===== config.mk =====
export PLATFORM = sky130hd
export DESIGN_NAME = axi_sram_slave
export DESIGN_NICKNAME = d
export VERILOG_FILES = /design/src/rtl/axi_sram_slave.sv
export SDC_FILE = /design/constraint.sdc
export NUM_CORES = 1
export LEC_CHECK = 0
export ABC_AREA = 1
export BUFFER_PORTS_ARGS = -buffer_cell sky130_fd_sc_hd__buf_2
export CAP_MARGIN = 10
export CORE_AREA = 2 2 103 105
export DETAILED_ROUTE_END_ITERATION = 6
export DIE_AREA = 0 0 105 107
export PLACE_DENSITY_LB_ADDON = 0.12
export SLEW_MARGIN = 20
export SYNTH_ARGS = -nofsm -noshare
export SYNTH_HDL_FRONTEND = slang
export SYNTH_SLANG_ARGS = --single-unit

===== constraint.sdc =====
create_clock -name clk -period 2.3 [get_ports clk]
set_input_delay 0.115 -clock clk [delete_from_list [all_inputs] [get_ports clk]]
set_output_delay 0.115 -clock clk [all_outputs]
set_load 0.05 [all_outputs]

===== src/rtl/axi_sram_slave.sv =====
// axi_sram_slave
//   AXI3-style slave that terminates the AR/R/AW/W/B channels coming from the
//   CPU's SRAM-like-to-AXI adapter. It drives a single-port synchronous SRAM
//   that has a 1-cycle read latency. It serves one transaction at a time,
//   either a single beat or an INCR/FIXED burst of up to 16 beats.
//   When AR and AW are both valid, the grant alternates between them.
//
// Ports
//   clk, resetn            clock, asynchronous active-low reset
//   ar*/r*                 read address / read response channels
//   aw*/w*/b*              write address / data / response channels
//   sram_en, sram_wen      SRAM strobe and byte write enables (wen==0 -> read)
//   sram_addr, sram_wdata  SRAM word address and write data
//   sram_rdata             SRAM read data, valid the cycle after a read strobe
module axi_sram_slave #(
    parameter int ADDR_WIDTH = 16
) (
    input  logic                  clk,
    input  logic                  resetn,
    input  logic [3:0]            arid,
    input  logic [31:0]           araddr,
    input  logic [3:0]            arlen,
    input  logic [2:0]            arsize,
    input  logic [1:0]            arburst,
    input  logic                  arvalid,
    output logic                  arready,
    output logic [3:0]            rid,
    output logic [31:0]           rdata,
    output logic [1:0]            rresp,
    output logic                  rlast,
    output logic                  rvalid,
    input  logic                  rready,
    input  logic [3:0]            awid,
    input  logic [31:0]           awaddr,
    input  logic [3:0]            awlen,
    input  logic [2:0]            awsize,
    input  logic [1:0]            awburst,
    input  logic                  awvalid,
    output logic                  awready,
    input  logic [31:0]           wdata,
    input  logic [3:0]            wstrb,
    input  logic                  wlast,
    input  logic                  wvalid,
    output logic                  wready,
    output logic [3:0]            bid,
    output logic [1:0]            bresp,
    output logic                  bvalid,
    input  logic                  bready,
    output logic                  sram_en,
    output logic [3:0]            sram_wen,
    output logic [ADDR_WIDTH-1:0] sram_addr,
    output logic [31:0]           sram_wdata,
    input  logic [31:0]           sram_rdata
);

    typedef enum logic [2:0] {IDLE, RD_REQ, RD_RESP, WR_DATA, WR_RESP} state_t;

    state_t                state;
    logic                  last_was_write;
    logic [3:0]            id_q, len_q, beat_q;
    logic [ADDR_WIDTH-1:0] waddr_q;     // word address; wraps naturally
    logic                  fixed_q;
    logic                  err_q;
    logic                  rd_first;    // first cycle of RD_RESP: SRAM data is live
    logic [31:0]           rdata_q;

    logic                  w_hs, beat_last, wlast_bad;
    logic [ADDR_WIDTH-1:0] waddr_next;

    // Size is always treated as 4 bytes; sub-word and out-of-range address
    // bits do not select anything.
    logic unused_ok;
    assign unused_ok = ^{arsize, awsize, araddr[1:0], araddr[31:ADDR_WIDTH+2],
                         awaddr[1:0], awaddr[31:ADDR_WIDTH+2]};

    // Write wins a tie unless the last granted transaction was a write.
    assign awready = resetn && (state == IDLE) && awvalid && (!arvalid || !last_was_write);
    assign arready = resetn && (state == IDLE) && arvalid && !awready;

    assign w_hs       = (state == WR_DATA) && wvalid && wready;
    assign beat_last  = (beat_q == len_q);
    assign wlast_bad  = (wlast != beat_last);
    assign waddr_next = fixed_q ? waddr_q : waddr_q + ADDR_WIDTH'(1);

    assign sram_en    = (state == RD_REQ) || w_hs;
    assign sram_wen   = w_hs ? wstrb : 4'b0000;
    assign sram_addr  = waddr_q;
    assign sram_wdata = wdata;

    // The SRAM output is only guaranteed in the cycle after the strobe.
    // So it is passed straight through in that cycle and held from rdata_q
    // afterwards. This keeps rdata stable while the master stalls.
    assign rdata = rd_first ? sram_rdata : rdata_q;

    always_ff @(posedge clk or negedge resetn) begin
        if (!resetn) begin
            state          <= IDLE;
            last_was_write <= 1'b0;
            id_q           <= '0;
            len_q          <= '0;
            beat_q         <= '0;
            waddr_q        <= '0;
            fixed_q        <= 1'b0;
            err_q          <= 1'b0;
            rd_first       <= 1'b0;
            rdata_q        <= '0;
            rvalid         <= 1'b0;
            rid            <= '0;
            rresp          <= '0;
            rlast          <= 1'b0;
            wready         <= 1'b0;
            bvalid         <= 1'b0;
            bid            <= '0;
            bresp          <= '0;
        end else begin
            rd_first <= 1'b0;
            case (state)
                IDLE: begin
                    if (awready) begin
                        id_q    <= awid;
                        waddr_q <= awaddr[ADDR_WIDTH+1:2];
                        len_q   <= awlen;
                        fixed_q <= (awburst == 2'b00);
                        beat_q  <= '0;
                        err_q   <= 1'b0;
                        wready  <= 1'b1;
                        state   <= WR_DATA;
                    end else if (arready) begin
                        id_q    <= arid;
                        waddr_q <= araddr[ADDR_WIDTH+1:2];
                        len_q   <= arlen;
                        fixed_q <= (arburst == 2'b00);
                        beat_q  <= '0;
                        state   <= RD_REQ;
                    end
                end
                RD_REQ: begin
                    rd_first <= 1'b1;
                    rvalid   <= 1'b1;
                    rid      <= id_q;
                    rresp    <= 2'b00;
                    rlast    <= beat_last;
                    state    <= RD_RESP;
                end
                RD_RESP: begin
                    if (rd_first) rdata_q <= sram_rdata;
                    if (rready) begin
                        rvalid <= 1'b0;
                        if (beat_last) begin
                            last_was_write <= 1'b0;
                            state          <= IDLE;
                        end else begin
                            beat_q  <= beat_q + 4'd1;
                            waddr_q <= waddr_next;
                            state   <= RD_REQ;
                        end
                    end
                end
                WR_DATA: begin
                    if (w_hs) begin
                        // The burst ends on the beat count. A wlast that
                        // disagrees only flags SLVERR.
                        if (beat_last) begin
                            wready <= 1'b0;
                            bvalid <= 1'b1;
                            bid    <= id_q;
                            bresp  <= (err_q || wlast_bad) ? 2'b10 : 2'b00;
                            state  <= WR_RESP;
                        end else begin
                            err_q   <= err_q | wlast_bad;
                            beat_q  <= beat_q + 4'd1;
                            waddr_q <= waddr_next;
                        end
                    end
                end
                WR_RESP: begin
                    if (bready) begin
                        bvalid         <= 1'b0;
                        last_was_write <= 1'b1;
                        state          <= IDLE;
                    end
                end
                default: state <= IDLE;
            endcase
        end
    end

endmodule


# [Yosys cells after proc, flatten, opt, wreduce, memory -nomap -nowiden]
# Index checks and enable logic that the tools add are counted.
[totals] rom_bits=0 latchBits=0 ff_bits=81 n_memories=0 ram_bits=0
[classes] mux=48 reduce_logical=31 n_div=0 add_sub_neg=2 n_mul=0 magnitude_cmp=0 shift=0 bitwise=1 n_eq_ne=14
[ops] operator="$mux W16" count=6
[ops] operator="$pmux W16 S3" count=1
[ops] operator="$mux W4" count=10
[ops] operator="$mux W32" count=1
[ops] operator="$reduce_and A4 Y1" count=5
[ops] operator="$mux W3" count=6
[ops] operator="$add A16 B1 Y16 const B" count=1
[ops] operator="$mux W1" count=16
[ops] operator="$pmux W3 S5" count=1
[ops] operator="$ne A2 B2 Y1 const B" count=7
[ops] operator="$pmux W4 S3" count=1
[ops] operator="$pmux W1 S2" count=5
[ops] operator="$reduce_bool A2 Y1" count=5
[ops] operator="$logic_and A1 B1 Y1" count=7
[ops] operator="$eq A3 B2 Y1 const B" count=2
[ops] operator="$reduce_and A5 Y1" count=1
[ops] operator="$add A4 B1 Y4 const B" count=1
[ops] operator="$eq A4 B4 Y1" count=1
[ops] operator="$logic_not A2 Y1" count=2
[ops] operator="$reduce_and A2 Y1" count=2
[ops] operator="$eq A3 B1 Y1 const B" count=1
[ops] operator="$eq A3 B3 Y1 const B" count=1
[ops] operator="$logic_not A1 Y1" count=3
[ops] operator="$logic_not A3 Y1" count=1
[ops] operator="other kinds (7)" count=9

# [Longest topological paths before layout]
[depth] depth_word=9 mapped_depth=11 mapped_depth_nobuf=11

# [Worst setup path before layout]
# No wires, ideal clock.
[synth_path] path_kind="register to register" from="register rd_first" to="register rdata_q[23]" path_slack_ps=165 stages_incl_launch_ff=6 required_time_ps=2217 arrival_time_ps=2052 period_less_slack_ps=2135 path_buffers=2 path_cell_list="dfrtp_1 clkbuf_1 clkbuf_1 o21ai_0 nand2_1 o21ai_0"
[synth_between] elab_chain_cells=1
[synth_rtl] item="from (decl)" line="64" rtl="logic rd_first;"
[synth_rtl] item="from (signal assigned)" line="105" rtl="rd_first <= 1'b0;"
[synth_rtl] item="from (signal assigned)" line="116" rtl="rd_first <= 1'b0;"
[synth_rtl] item="from (signal assigned)" line="138" rtl="rd_first <= 1'b1;"
[synth_rtl] item="$mux W32"
[synth_rtl] item="net rdata[23]" line="28" rtl="output logic [31:0] rdata,"
[synth_rtl] item="to (signal assigned)" line="146" rtl="if (rd_first) rdata_q <= sram_rdata;"
[synth_rtl] item="to (decl)" line="65" rtl="logic [31:0] rdata_q;"
# The timed path passes the listed nets, and every way through them passes these cells.
# A chain may end at the register's enable or synchronous reset.

# [Worst setup path in the final report]
[layout_path] from="register state[2]" to="output awready"
[layout_between] elab_chain_cells=4
[layout_rtl] item="from (decl)" line="58" rtl="state_t state;"
[layout_rtl] item="from (signal assigned)" line="97" rtl="state <= IDLE;"
[layout_rtl] item="from (signal assigned)" line="127" rtl="state <= WR_DATA;"
[layout_rtl] item="from (signal assigned)" line="134" rtl="state <= RD_REQ;"
[layout_rtl] item="$logic_not A3 Y1" line="77" rtl="assign awready = resetn && (state == IDLE) && awvalid && (!arvalid || !last_was_write);"
[layout_rtl] item="$logic_and A1 B1 Y1 (3 in series)" line="77"
[layout_rtl] item="to (decl)" line="39" rtl="output logic awready,"
# Every way passes these cells.

==> key figures <==
Cells and area
  – Share of layout cells above drive strength 1: 24.0%
  – Synth-to-Final Area Change: 19.1%
  – Multi-input logic area: 2110 um^2
  – Fillers: 1025
  – Nets@finish: 1007
  – Core Util, Final: 57.6%
  – Antenna diodes: 0
  – Post-route cell area: 5820 um^2
  – Register area: 2000 um^2

Yosys
  – Post-synth EDFFs: 0
  – Main synth FF type: dfrtp_1
  – Distinct cells, synth: 33
  – Post-synthesis cell count: 713
  – Synth Cell Area: 4880 um^2
  – Yosys warning total: 0
  – Yosys reg bits: 80
  – Mapped Avg Cell Area: 6.85 um^2
  – Post-synthesis sequential area ratio: 41.0%
  – FFs w/ async S/R, synth: 100%

Global route
  – Pin count of the biggest net entering global routing: 79
  – Gr ovfl total: 0
  – Global-route wire length before repair: 19800 um
  – GRT Total Usage: 21.4%
  – Initial antenna violation count: 0
  – Vias in the first global route: 4392

Detailed routing
  – Top layer in use: met4
  – Number of routed nets with antenna violations: 0
  – DRC Markers: 0
  – Total length of routed met2 wires: 5530 um
  – Met3 WL: 672 um
  – Via Count: 4682
  – Vias/cell: 4.78
  – DR pass1 iterations: 4
  – WL met1: 5510 um
  – Initial detailed-routing violation count: 219
  – Post-Route WL: 11900 um
  – Avg WL per Cell: 12.2 um

CTS
  – Setup bufs post-CTS: 0
  – Root Buffer: clkbuf_8
  – CTS tree: built
  – Deepest clock path buffer count: 2
  – CTS resizes: 0
  – CTS buffer count: 9
  – Worst-Skew Late Latency: 0.35 ns
  – Htree depth: 3
  – # clock sinks: 80
  – Clock-pin slew of the registers on the worst-case setup and hold paths: 0.08 ns

Timing
  – Final setup vio count: 0
  – Fin. Hold Viols: 0
  – Post-route minimum period: 2.07 ns
  – Slew Viols, Final: 0
  – Worst Max-Slew Pin Slew: 0.628 ns
  – Clock skew: 0.00720 ns
  – Fmax: 483 MHz
  – RSZ-0062 raised after global routing: false
  – TNS Setup: 0 ns
  – Final worst path period share: 90.0%
  – PnR worst setup slack: 0.230 ns
  – Slew margin rel.: 58.1%

Worst setup path
  – Cells along the critical path: nor2_2 > nand4_2 > nor2_4 > buf_2
  – Critical Path Stages: 4
  – Worst Setup Path Type: flip-flop to output port
  – Cells on worst reg2reg path: 8
  – Buffers and inverters on the worst path: 1
  – Worst Setup End Kind: output port
  – Top delay family on crit path: simple AND/OR/NAND/NOR gates
  – Crit Path Max Fanout: 12
  – Crit start category: flip-flop
  – CP max stage delay: 0.47 ns
  – Data arrival time of the critical path: 1.96 ns
  – Flop2flop setup slack: 0.36 ns
  – Reg2reg end: sram_addr[12]
  – R2R Path Start: state[2]
  – Slowest-stage cell, CP: dfrtp_1
  – CP required: 2.18 ns

Floorplan
  – Die area: 11200 um^2
  – Floorplan core area: 10100 um^2
  – Die width: 105 um
  – Chip height: 107 um
  – Initial core utilization: 48.4%
  – IO Count: 269
  – Row count: 37

Min path
  – Hold path endpoint: last_was_write
  – Hold Crit Class: input port to flip-flop
  – Startpoint of the tightest hold check path: bready
  – Hold path cells: 3

Place
  – Detailed placement HPWL: 8590 um
  – Port bufs: 163
  – Dpl ws: 0.421 ns
  – RePlAce Congestion: 0.818
  – Post-DP Area: 5560 um^2

Power and ir drop
  – P_leak: 3.31 nW
  – Power consumption: 0.00889 W
  – PD cells: 1530 nW/um^2
  – Worst VDD drop: 0.000689 V

Job
  – MaxCap Viol Count: 0

Run status
  – Outcome: completed
==> cell usage after synthesis (2+ instances only) <==
cell | number | share of area (%)
nand3b_1 | 2 | 0.31
nor3_1 | 3 | 0.31
nand3_1 | 37 | 3.8
a21oi_1 | 6 | 0.62
buf_2 | 8 | 0.82
inv_2 | 3 | 0.23
dfrtp_1 | 80 | 41
nor2_2 | 2 | 0.26
nor2_1 | 35 | 2.7
inv_1 | 106 | 8.1
o21ai_0 | 88 | 9.0
o22ai_1 | 8 | 1.0
nor2_4 | 3 | 0.69
o211ai_1 | 2 | 0.31
nand2_1 | 257 | 20
xor2_1 | 3 | 0.54
clkbuf_1 | 15 | 1.2
ha_1 | 2 | 0.51
buf_4 | 35 | 5.4
nand4_1 | 5 | 0.64
==> power breakdown <==
group / internal (W) / leakage [nW] / switching (W) / total, W
registers: 0.00200 / 1.02 / 0.000401 / 0.00240
logic: 0.00132 / 2.19 / 0.00403 / 0.00536
clock network: 0.000613 / 0.102 / 0.000524 / 0.00114
==> tightest hold or removal path, cell delays in order <==
cell,delay (ns)
buf_2,0.10
nand2_1,0.06
nand2_1,0.06
==> per-stage QoR <==
| stage | std cells | hold WS [ns] |
|---|---|---|
| finish | 979 | 0.0207 |
| global route | 979 | 0.0172 |
| global placement | 961 | -0.0706 |
| CTS | 977 | 0.00429 |
| detailed placement | 961 | -0.0686 |
| floorplan | 715 | -0.181 |
==> placed cells by master, fill, tap and decap left out, drive strengths merged <==
cell type | Yosys | final
nand2 | 258 | 258
buf | 45 | 171
inv | 109 | 111
o21ai | 88 | 88
dfrtp | 80 | 80
nor2 | 41 | 42
nand3 | 39 | 39
clkbuf | 15 | 9
o22ai | 8 | 8
nand4 | 7 | 7
a21oi | 6 | 6
nor3 | 3 | 3
xor2 | 3 | 3
conb | 1 | 3
o211ai | 2 | 2
nand3b | 2 | 2
ha | 2 | 2
clkinvlp | 0 | 2
bufinv | 0 | 2
a31oi | 1 | 1
a21o | 1 | 1
o21bai | 1 | 1
a31o | 1 | 1
dlygate4sd3 | 0 | 1
==> flip-flops by register name, summed over array words and instances (netlist names) <==
register / flops
beat_q: 4
rvalid: 1
bresp: 1
sram_addr: 16
state: 3
last_was_write: 1
len_q: 4
rdata_q: 32
err_q: 1
wready: 1
rlast: 1
bid: 4
rd_first: 1
fixed_q: 1
id_q: 4
bvalid: 1
rid: 4
==> final cells by class <==
cell class | count | area share (%)
multi-input cells | 467 | 36.3
flip-flops and latches | 80 | 34.4
repair buffers | 172 | 15.6
inverters | 109 | 7.03
well taps | 136 | 2.93
clock buffers | 9 | 2.13
clock inverters | 6 | 1.59
==> routing by layer <==
layer	track usage, %	vias up
met2	36.2	143
met3	3.71	24
met5	0	-
li1	-	2420
met1	27.7	2095
met4	7.81	0
==> how the worst max path moves through the flow <==
stage | startpoint | endpoint | slack [ns]
CTS | state[2] | awready | 0.12
detailed placement | state[2] | len_q[2] | 0.42
floorplan | rd_first | rdata_q[23] | 0.17
finish | state[2] | awready | 0.23
global route | state[2] | awready | 0.14
global placement | state[2] | len_q[3] | 0.49
==> cell families (layout without fill, tap and decap cells) <==
kind of cell    after synthesis  count (layout)  share of synthesized area [%]
compound gates              108             108                           11.6
xor+xnor                      3               3                          0.538
fa+ha+maj                     2               2                          0.512
buf+inv                     169             296                           16.0
flops                        80              80                           41.0
other cells                   1               3                         0.0768
simple gates                350             351                           30.2
==> what timing repair did <==
| action | 4_1_cts | 5_1_grt |
|---|---|---|
| endpoints found under the hold margin | 2 | 0 |
| hold buffers | 1 | 0 |
| setup endpoints to repair | 0 | 1 |
No activity file was read; power rests on OpenSTA's default activity.
